`config.mk`:
```
export PLATFORM = sky130hd
export DESIGN_NAME = pipe_hazard_ctrl
export DESIGN_NICKNAME = d
export VERILOG_FILES = /design/src/rtl/pipe_pkg.sv /design/src/rtl/md_busy_cnt.sv /design/src/rtl/pipe_hazard_ctrl.sv
export SDC_FILE = /design/constraint.sdc
export NUM_CORES = 1
export LEC_CHECK = 0
export ABC_AREA = 1
export CELL_PAD_IN_SITES_DETAIL_PLACEMENT = 1
export CELL_PAD_IN_SITES_GLOBAL_PLACEMENT = 1
export CORE_ASPECT_RATIO = 1.75
export CORE_MARGIN = 5
export CORE_UTILIZATION = 25
export CTS_CLUSTER_DIAMETER = 30
export CTS_CLUSTER_SIZE = 20
export DETAILED_ROUTE_END_ITERATION = 6
export GPL_ROUTABILITY_DRIVEN = 0
export PLACE_DENSITY_LB_ADDON = 0.15
export SYNTH_ARGS = -nofsm -noshare
export SYNTH_HDL_FRONTEND = slang
export SYNTH_HIERARCHICAL = 1
export SYNTH_SLANG_ARGS = --single-unit
```
`constraint.sdc`:
```
create_clock -name clk -period 1.7 [get_ports clk]
set_input_delay 0.34 -clock clk [delete_from_list [all_inputs] [get_ports clk]]
set_output_delay 0.34 -clock clk [all_outputs]
set_load 0.03 [all_outputs]
```
`src/rtl/pipe_pkg.sv`:
```
// Shared encodings and constants for the pipeline hazard/flush controller.
package pipe_pkg;

  localparam logic [1:0] TUSE_0    = 2'd0;
  localparam logic [1:0] TUSE_1    = 2'd1;
  localparam logic [1:0] TUSE_2    = 2'd2;
  localparam logic [1:0] TUSE_NONE = 2'd3;

  localparam logic [1:0] TNEW_0 = 2'd0;
  localparam logic [1:0] TNEW_1 = 2'd1;
  localparam logic [1:0] TNEW_2 = 2'd2;
  localparam logic [1:0] TNEW_3 = 2'd3;

  localparam int unsigned MULT_CYC_DEFAULT = 5;
  localparam int unsigned DIV_CYC_DEFAULT  = 10;
  localparam int unsigned MD_CNT_W         = 4;

  localparam logic [31:0] EXC_VECTOR = 32'h0000_4180;

  typedef enum logic {
    NORMAL = 1'b0,
    FLUSH  = 1'b1
  } exc_state_t;

  // A source operand stalls when a younger-needed value is still in flight
  // in E or M; register 0 is hardwired and never stalls.
  function automatic logic src_hazard(
    input logic [4:0] src,
    input logic [1:0] tuse,
    input logic [4:0] a3_e,
    input logic [1:0] tnew_e,
    input logic [4:0] a3_m,
    input logic [1:0] tnew_m
  );
    return (src != 5'd0) &&
           (((src == a3_e) && (tuse < tnew_e)) ||
            ((src == a3_m) && (tuse < tnew_m)));
  endfunction

endpackage

```
`src/rtl/md_busy_cnt.sv`:
```
// Mult/div occupancy counter: loads the op latency on issue, drains to zero.
module md_busy_cnt
  import pipe_pkg::*;
#(
  parameter int unsigned MULT_CYC = MULT_CYC_DEFAULT,
  parameter int unsigned DIV_CYC  = DIV_CYC_DEFAULT
) (
  input  logic clk,
  input  logic reset,
  input  logic load,
  input  logic div,
  output logic busy
);

  logic [MD_CNT_W-1:0] cnt;

  always_ff @(posedge clk or negedge reset) begin
    if (!reset) begin
      cnt <= '0;
    end else if (load) begin
      cnt <= div ? MD_CNT_W'(DIV_CYC) : MD_CNT_W'(MULT_CYC);
    end else if (cnt != '0) begin
      cnt <= cnt - 1'b1;
    end
  end

  assign busy = (cnt != '0);

endmodule

```
`src/rtl/pipe_hazard_ctrl.sv`:
```
// Hazard, stall and exception-flush control for the five-stage pipeline.
module pipe_hazard_ctrl
  import pipe_pkg::*;
#(
  parameter int unsigned MULT_CYC = MULT_CYC_DEFAULT,
  parameter int unsigned DIV_CYC  = DIV_CYC_DEFAULT
) (
  input  logic       clk,
  input  logic       reset,
  input  logic [4:0] rs_d,
  input  logic [4:0] rt_d,
  input  logic [1:0] tuse_rs_d,
  input  logic [1:0] tuse_rt_d,
  input  logic [4:0] a3_e,
  input  logic [4:0] a3_m,
  input  logic [1:0] tnew_e,
  input  logic [1:0] tnew_m,
  input  logic       md_start_e,
  input  logic       md_div_e,
  input  logic       md_use_d,
  input  logic       eret_d,
  input  logic       exc_m,
  output logic       stall_d,
  output logic       clr_d,
  output logic       clr_e,
  output logic       clr_m,
  output logic       exc_redirect,
  output logic       md_busy
);

  exc_state_t state, state_next;
  logic       hz_rs, hz_rt, md_stall, stall;

  // An exception squashes the issuing mult/div, so it never occupies the unit.
  md_busy_cnt #(
    .MULT_CYC (MULT_CYC),
    .DIV_CYC  (DIV_CYC)
  ) u_md_busy_cnt (
    .clk   (clk),
    .reset (reset),
    .load  (md_start_e & ~exc_m),
    .div   (md_div_e),
    .busy  (md_busy)
  );

  assign hz_rs    = src_hazard(rs_d, tuse_rs_d, a3_e, tnew_e, a3_m, tnew_m);
  assign hz_rt    = src_hazard(rt_d, tuse_rt_d, a3_e, tnew_e, a3_m, tnew_m);
  assign md_stall = md_use_d & (md_busy | md_start_e);
  assign stall    = hz_rs | hz_rt | md_stall;

  always_ff @(posedge clk or negedge reset) begin
    if (!reset) begin
      state <= NORMAL;
    end else begin
      state <= state_next;
    end
  end

  always_comb begin
    state_next   = NORMAL;
    stall_d      = 1'b0;
    clr_d        = 1'b0;
    clr_e        = 1'b0;
    clr_m        = 1'b0;
    exc_redirect = 1'b0;
    if (exc_m) begin
      clr_d        = 1'b1;
      clr_e        = 1'b1;
      clr_m        = 1'b1;
      exc_redirect = 1'b1;
      state_next   = FLUSH;
    end else if (state == FLUSH) begin
      clr_d = 1'b1;
    end else if (stall) begin
      stall_d = 1'b1;
      clr_e   = 1'b1;
    end else if (eret_d) begin
      clr_d = 1'b1;
    end
  end

endmodule

```
* After elaboration in Yosys (flattened, before gate mapping)
Index checks and enable logic that the tools add are counted.
Cells by class: add/sub/neg operators 1, magnitude comparators 4, equality and inequality tests 4, multiplexer cells 12, bitwise logic cells 6, reduce and logical (&&, ||, !) cells 12
Operators by type and width (count):
- equality test 5 bit | 4
- two-way mux 4 bit | 3
- nonzero test 5 bit | 2
- two-way mux 1 bit | 9
- < comparator 2 bit | 4
- logical AND 1 bit | 6
- nonzero test 4 bit | 1
- subtractor 4 x 1 -> 4 bit, second input constant | 1
- bitwise OR 1 bit | 3
- AND 1 bit | 2
- logical OR 1 bit | 2
- nonzero test 2 bit | 1
- inverter 1 bit | 1
Word-level totals: register bits 5, input port bits 35

* Longest topological paths before layout
depth after elaboration 9, mapped depth 11, depth with buffers taken out 11

* By module
The synthesis kept the hierarchy.
By module, submodules not included:
- pipe_hazard_ctrl | times used 1, cells each 122, area each 599.3 um^2, sequential area each 25.0 um^2
- md_busy_cnt | times used 1, cells each 31, area each 246.5 um^2, sequential area each 100.1 um^2

* Worst setup path before layout
Ideal clock, no wire load.
path kind register -> output, from register u_md_busy_cnt.cnt[0], to output port clr_d, data arrival time 1536 ps, required time 1360 ps, setup slack -176 ps, stages on the path, launching flop included 7, buffers on the path 0, cells stage by stage dfrtp_1 > inv_1 > ha_1 > nand2_1 > o21ai_0 > nand4_1 > nand2_1
On the way: cells in the longest elaborated chain, start to end 7
Ends and longest elaborated chain:
- from (decl) | line md_busy_cnt.sv:15 | logic [MD_CNT_W-1:0] cnt;
- from (signal assigned) | line md_busy_cnt.sv:21 | cnt <= div ? MD_CNT_W'(DIV_CYC) : MD_CNT_W'(MULT_CYC);
- from (signal assigned) | line md_busy_cnt.sv:23 | cnt <= cnt - 1'b1;
- nonzero test 4 bit | line md_busy_cnt.sv:27 | assign busy = (cnt != '0);
- via md_busy | line pipe_hazard_ctrl.sv:28 | output logic md_busy
- bitwise OR 1 bit | line pipe_hazard_ctrl.sv:48 | assign md_stall = md_use_d & (md_busy | md_start_e);
- AND 1 bit | line pipe_hazard_ctrl.sv:48
- bitwise OR 1 bit | line pipe_hazard_ctrl.sv:49 | assign stall = hz_rs | hz_rt | md_stall;
- two-way mux 1 bit | line pipe_hazard_ctrl.sv:74 | end else if (stall) begin
- two-way mux 1 bit | line pipe_hazard_ctrl.sv:72 | end else if (state == FLUSH) begin
- two-way mux 1 bit | line pipe_hazard_ctrl.sv:66 | if (exc_m) begin
- to (decl) | line pipe_hazard_ctrl.sv:24 | output logic clr_d,
The timed path passes the listed nets, and every way through them passes these cells.

* Worst setup path in the final report
from input port tnew_m[1], to output port stall_d
On the way: cells in the longest elaborated chain, start to end 9, elaborated cells between the ends (all ways) 13, those cells by class 2 x order compare; 3 x mux; 2 x bitwise; 6 x reduce/logical
Ends and longest elaborated chain:
- from (decl) | line pipe_hazard_ctrl.sv:17 | input logic [1:0] tnew_m,
- < comparator 2 bit | line pipe_pkg.sv:37 | ((src == a3_m) && (tuse < tnew_m)));
- logical AND 1 bit | line pipe_pkg.sv:37
- logical OR 1 bit | line pipe_pkg.sv:36 | (((src == a3_e) && (tuse < tnew_e)) ||
- logical AND 1 bit | line pipe_pkg.sv:35 | return (src != 5'd0) &&
- bitwise OR 1 bit (*) (2 in series) | line pipe_hazard_ctrl.sv:49
- two-way mux 1 bit (*) | line pipe_hazard_ctrl.sv:74
- two-way mux 1 bit (*) | line pipe_hazard_ctrl.sv:72
- two-way mux 1 bit (*) | line pipe_hazard_ctrl.sv:66
- to (decl) | line pipe_hazard_ctrl.sv:23 | output logic stall_d,
Every way passes the cells marked *; elsewhere a longest branch is shown, timed or not.

==> out/results.ini <==
[worst_setup_path]
worstRegToRegCells = 5
cp_num_buf_inv = 4
worst_ep_arrival_time_ns = 1.48
crit_slowest_cell = ha_4
worstReg2RegStart = u_md_busy_cnt/cnt[0]$_DFFE_PN0P_
slowest_delay_ns = 0.20
criticalPathCategory = primary input to output port
cpMostUsedCell = nand2_1
r2r_setup_slack_ns = 0.57
r2r_end = u_md_busy_cnt/cnt[2]$_DFFE_PN0P_
cp-start-kind = primary input
path_cells = buf_2, inv_4, ha_4, o21ai_2, nand2_1, nor2_1, nand2_1, nand2_1, nand2_2, nand3_2, nand2_1, inv_1, buf_6
end_kind = output port
cp.required_ns = 1.36
crit_family = simple AND/OR/NAND/NOR gates
path_max_fanout = 2

[place]
numPortBuffers = 40
dpl-instance-area_mm2 = 0.00133
dpl.hpwl_um = 2830

[route]
ant_nets = 0
wl_per_cell_um = 12.8
drtIter0Drc = 7
viasPerCell = 4.47
routed_wirelength_um = 3170
drc = 0
vias = 1105
first_pass_iters = 4

[yosys]
yosysSeqAreaShare_pct = 14.8
syn_nets = 194
netlist_instances = 153
synth_area_um2 = 846
ys_seq_elements = 5
synthDistinctLibCells = 21
yosysWarnings = 6
synth_area_per_cell_um2 = 5.53

[power_and_ir_drop]
switching_share_pct = 42.1
p_int_mw = 0.604
power.switching_mw = 0.440
p_clk_share_pct = 21.4
p_seq_share_pct = 21.3
finalPower_mw = 1.04
p_per_area_mw_per_mm2 = 725
p_leak_nw = 0.776
comb_power_share_pct = 57.3
vdd_ir_drop_max_uv = 648

[final_layout]
multi_input_area_um2 = 677
seq_area_um2 = 125
final_area_mm2 = 0.00144
area_growth_pct = 70.4
nNetsFinal = 244
n_antenna_cell = 0
fill_cells = 452
layout-drive-gt1-share_pct = 32.2
final_util_pct = 43.3

[grt]
antenna_found_initial = 0
first_global_vias = 1263
grt_pass1_wl_um = 5200
grtUsageTotal_pct = 14.6
grt_overflow_total = 0
grt_max_degree = 7

[cts]
clk_pin_slew_ns = 0.04
cts.path.max_buffers = 2
cts_buffers = 3
cts_tree = built
post_cts_buffers = 0
clock-sinks = 5
h-tree-depth = 1
insertion_delay_ns = 0.22
clk_root_buffer_cell = clkbuf_8
cts_hold_buf = 0

[floorplanning]
die-area_mm2 = 0.00469
core_area_mm2 = 0.00333
pin_count = 41
die_y_um = 86.9
fp-row-count = 28
die_w_um = 54.0
start_util_pct = 25.4

[sta]
fin_skew_ns = 0.000748
worst_pin_slew_ns = 0.243
max_clock_freq_mhz = 549
rsz0062_at_grt = true
drv_slew = 0
whs_ns = 0.348
period_minus_slack_ns = 1.82
period_share_pct = 107
relSlewSlack_pct = 83.7
final-setup-viol-count = 3
hold_viol = 0
worst_slack_ns = -0.121

[outcome]
outcome = complete, but fails checks
violations = setup timing

[min_path]
holdCritPathClass = primary input to asynchronous set/reset pin

[run]
max_cap_viol_count = 0

[state kept, by name (all words and copies together), names as in the netlist]
name	count
state	1
u_md_busy_cnt/cnt	4
[power by group through the flow]
stage	sequential, mW	clock, mW	combinational, mW
after floorplan	0.209	0	0.341
after global placement	0.221	0	0.548
after detailed placement	0.222	0	0.560
after CTS	0.221	0.228	0.603
after global routing	0.231	0.239	0.666
final	0.223	0.223	0.598
[stage by stage]
stage          setup slack (ns)  cells  TNS [ns]
2_1_floorplan            0.0378    153         0
3_3_place_gp             -0.572    243     -1.67
3_5_place_dp             -0.604    243     -1.73
4_1_cts                  -0.146    247    -0.395
5_1_grt                  -0.222    247    -0.619
6_report                 -0.121    247    -0.309
[placed cells by master, fill, tap and decap left out, types with 4 or more instances in the layout]
cell and instances:
inv_2 10, inv_1 20, buf_6 4, nor2_1 9, ha_4 4, clkdlybuf4s50_1 6
nand3_1 8, clkdlybuf4s15_1 7, xor2_1 4, nand2_2 9, dfrtp_1 5, nand2_1 53
buf_4 11, dlygate4sd2_1 11
[synthesized netlist by cell type, drive strengths merged]
master / n / area [um^2]
dfrtp: 5 / 125
a21boi: 1 / 7.51
nand3: 11 / 70.1
ha: 6 / 75.1
xor2: 4 / 35.0
a21oi: 5 / 32.5
nor3: 2 / 10.0
nand4: 1 / 6.26
inv: 32 / 120
xnor2: 2 / 17.5
buf: 2 / 15.0
nor2: 13 / 61.3
o21ai: 7 / 35.0
nand2: 62 / 235
[cells by family after synthesis]
group,share of synthesized area [%]
adders and majority gates,8.88
and+or+nand+nor,45.3
buffers and inverters,16.0
DFF,14.8
xor gates and xnor gates,6.21
AOI/OAI and AO/OA,8.88
[per-layer routing]
layer / vias to the layer above / wire length, um / global-route usage, %
met5: - / 0 / 0
met4: 0 / 32 / 3.40
met3: 3 / 94 / 1.20
met2: 22 / 2090 / 33.1
met1: 521 / 954 / 11.7
li1: 559 / - / -
[final cells by class]
cell class	count	share of cell area (%)
flip-flops and latches	5	8.68
repair buffers	47	28.6
inverters	32	8.68
multi-input cells	114	47.0
well taps	45	3.91
clock buffers	4	3.13
[worst max path at each step]
stage	cells past startpoint	from	end	slack, ns
2_1_floorplan	6	u_md_busy_cnt/cnt[0]$_DFFE_PN0P_	clr_d	0.04
6_report	13	tnew_m[1]	stall_d	-0.12
4_1_cts	12	tnew_e[1]	stall_d	-0.15
5_1_grt	13	rt_d[1]	stall_d	-0.22
3_5_place_dp	12	tnew_e[1]	clr_e	-0.60
3_3_place_gp	12	tnew_e[1]	clr_e	-0.57
[timing repair]
| item | in CTS | in global routing |
|---|---|---|
| setup endpoints to repair | 3 | 3 |
| gates cloned | 0 | 0 |
| gates resized for setup | 80 | 16 |
| pin swaps | 23 | 6 |
Power figures use the tool's default switching activity.
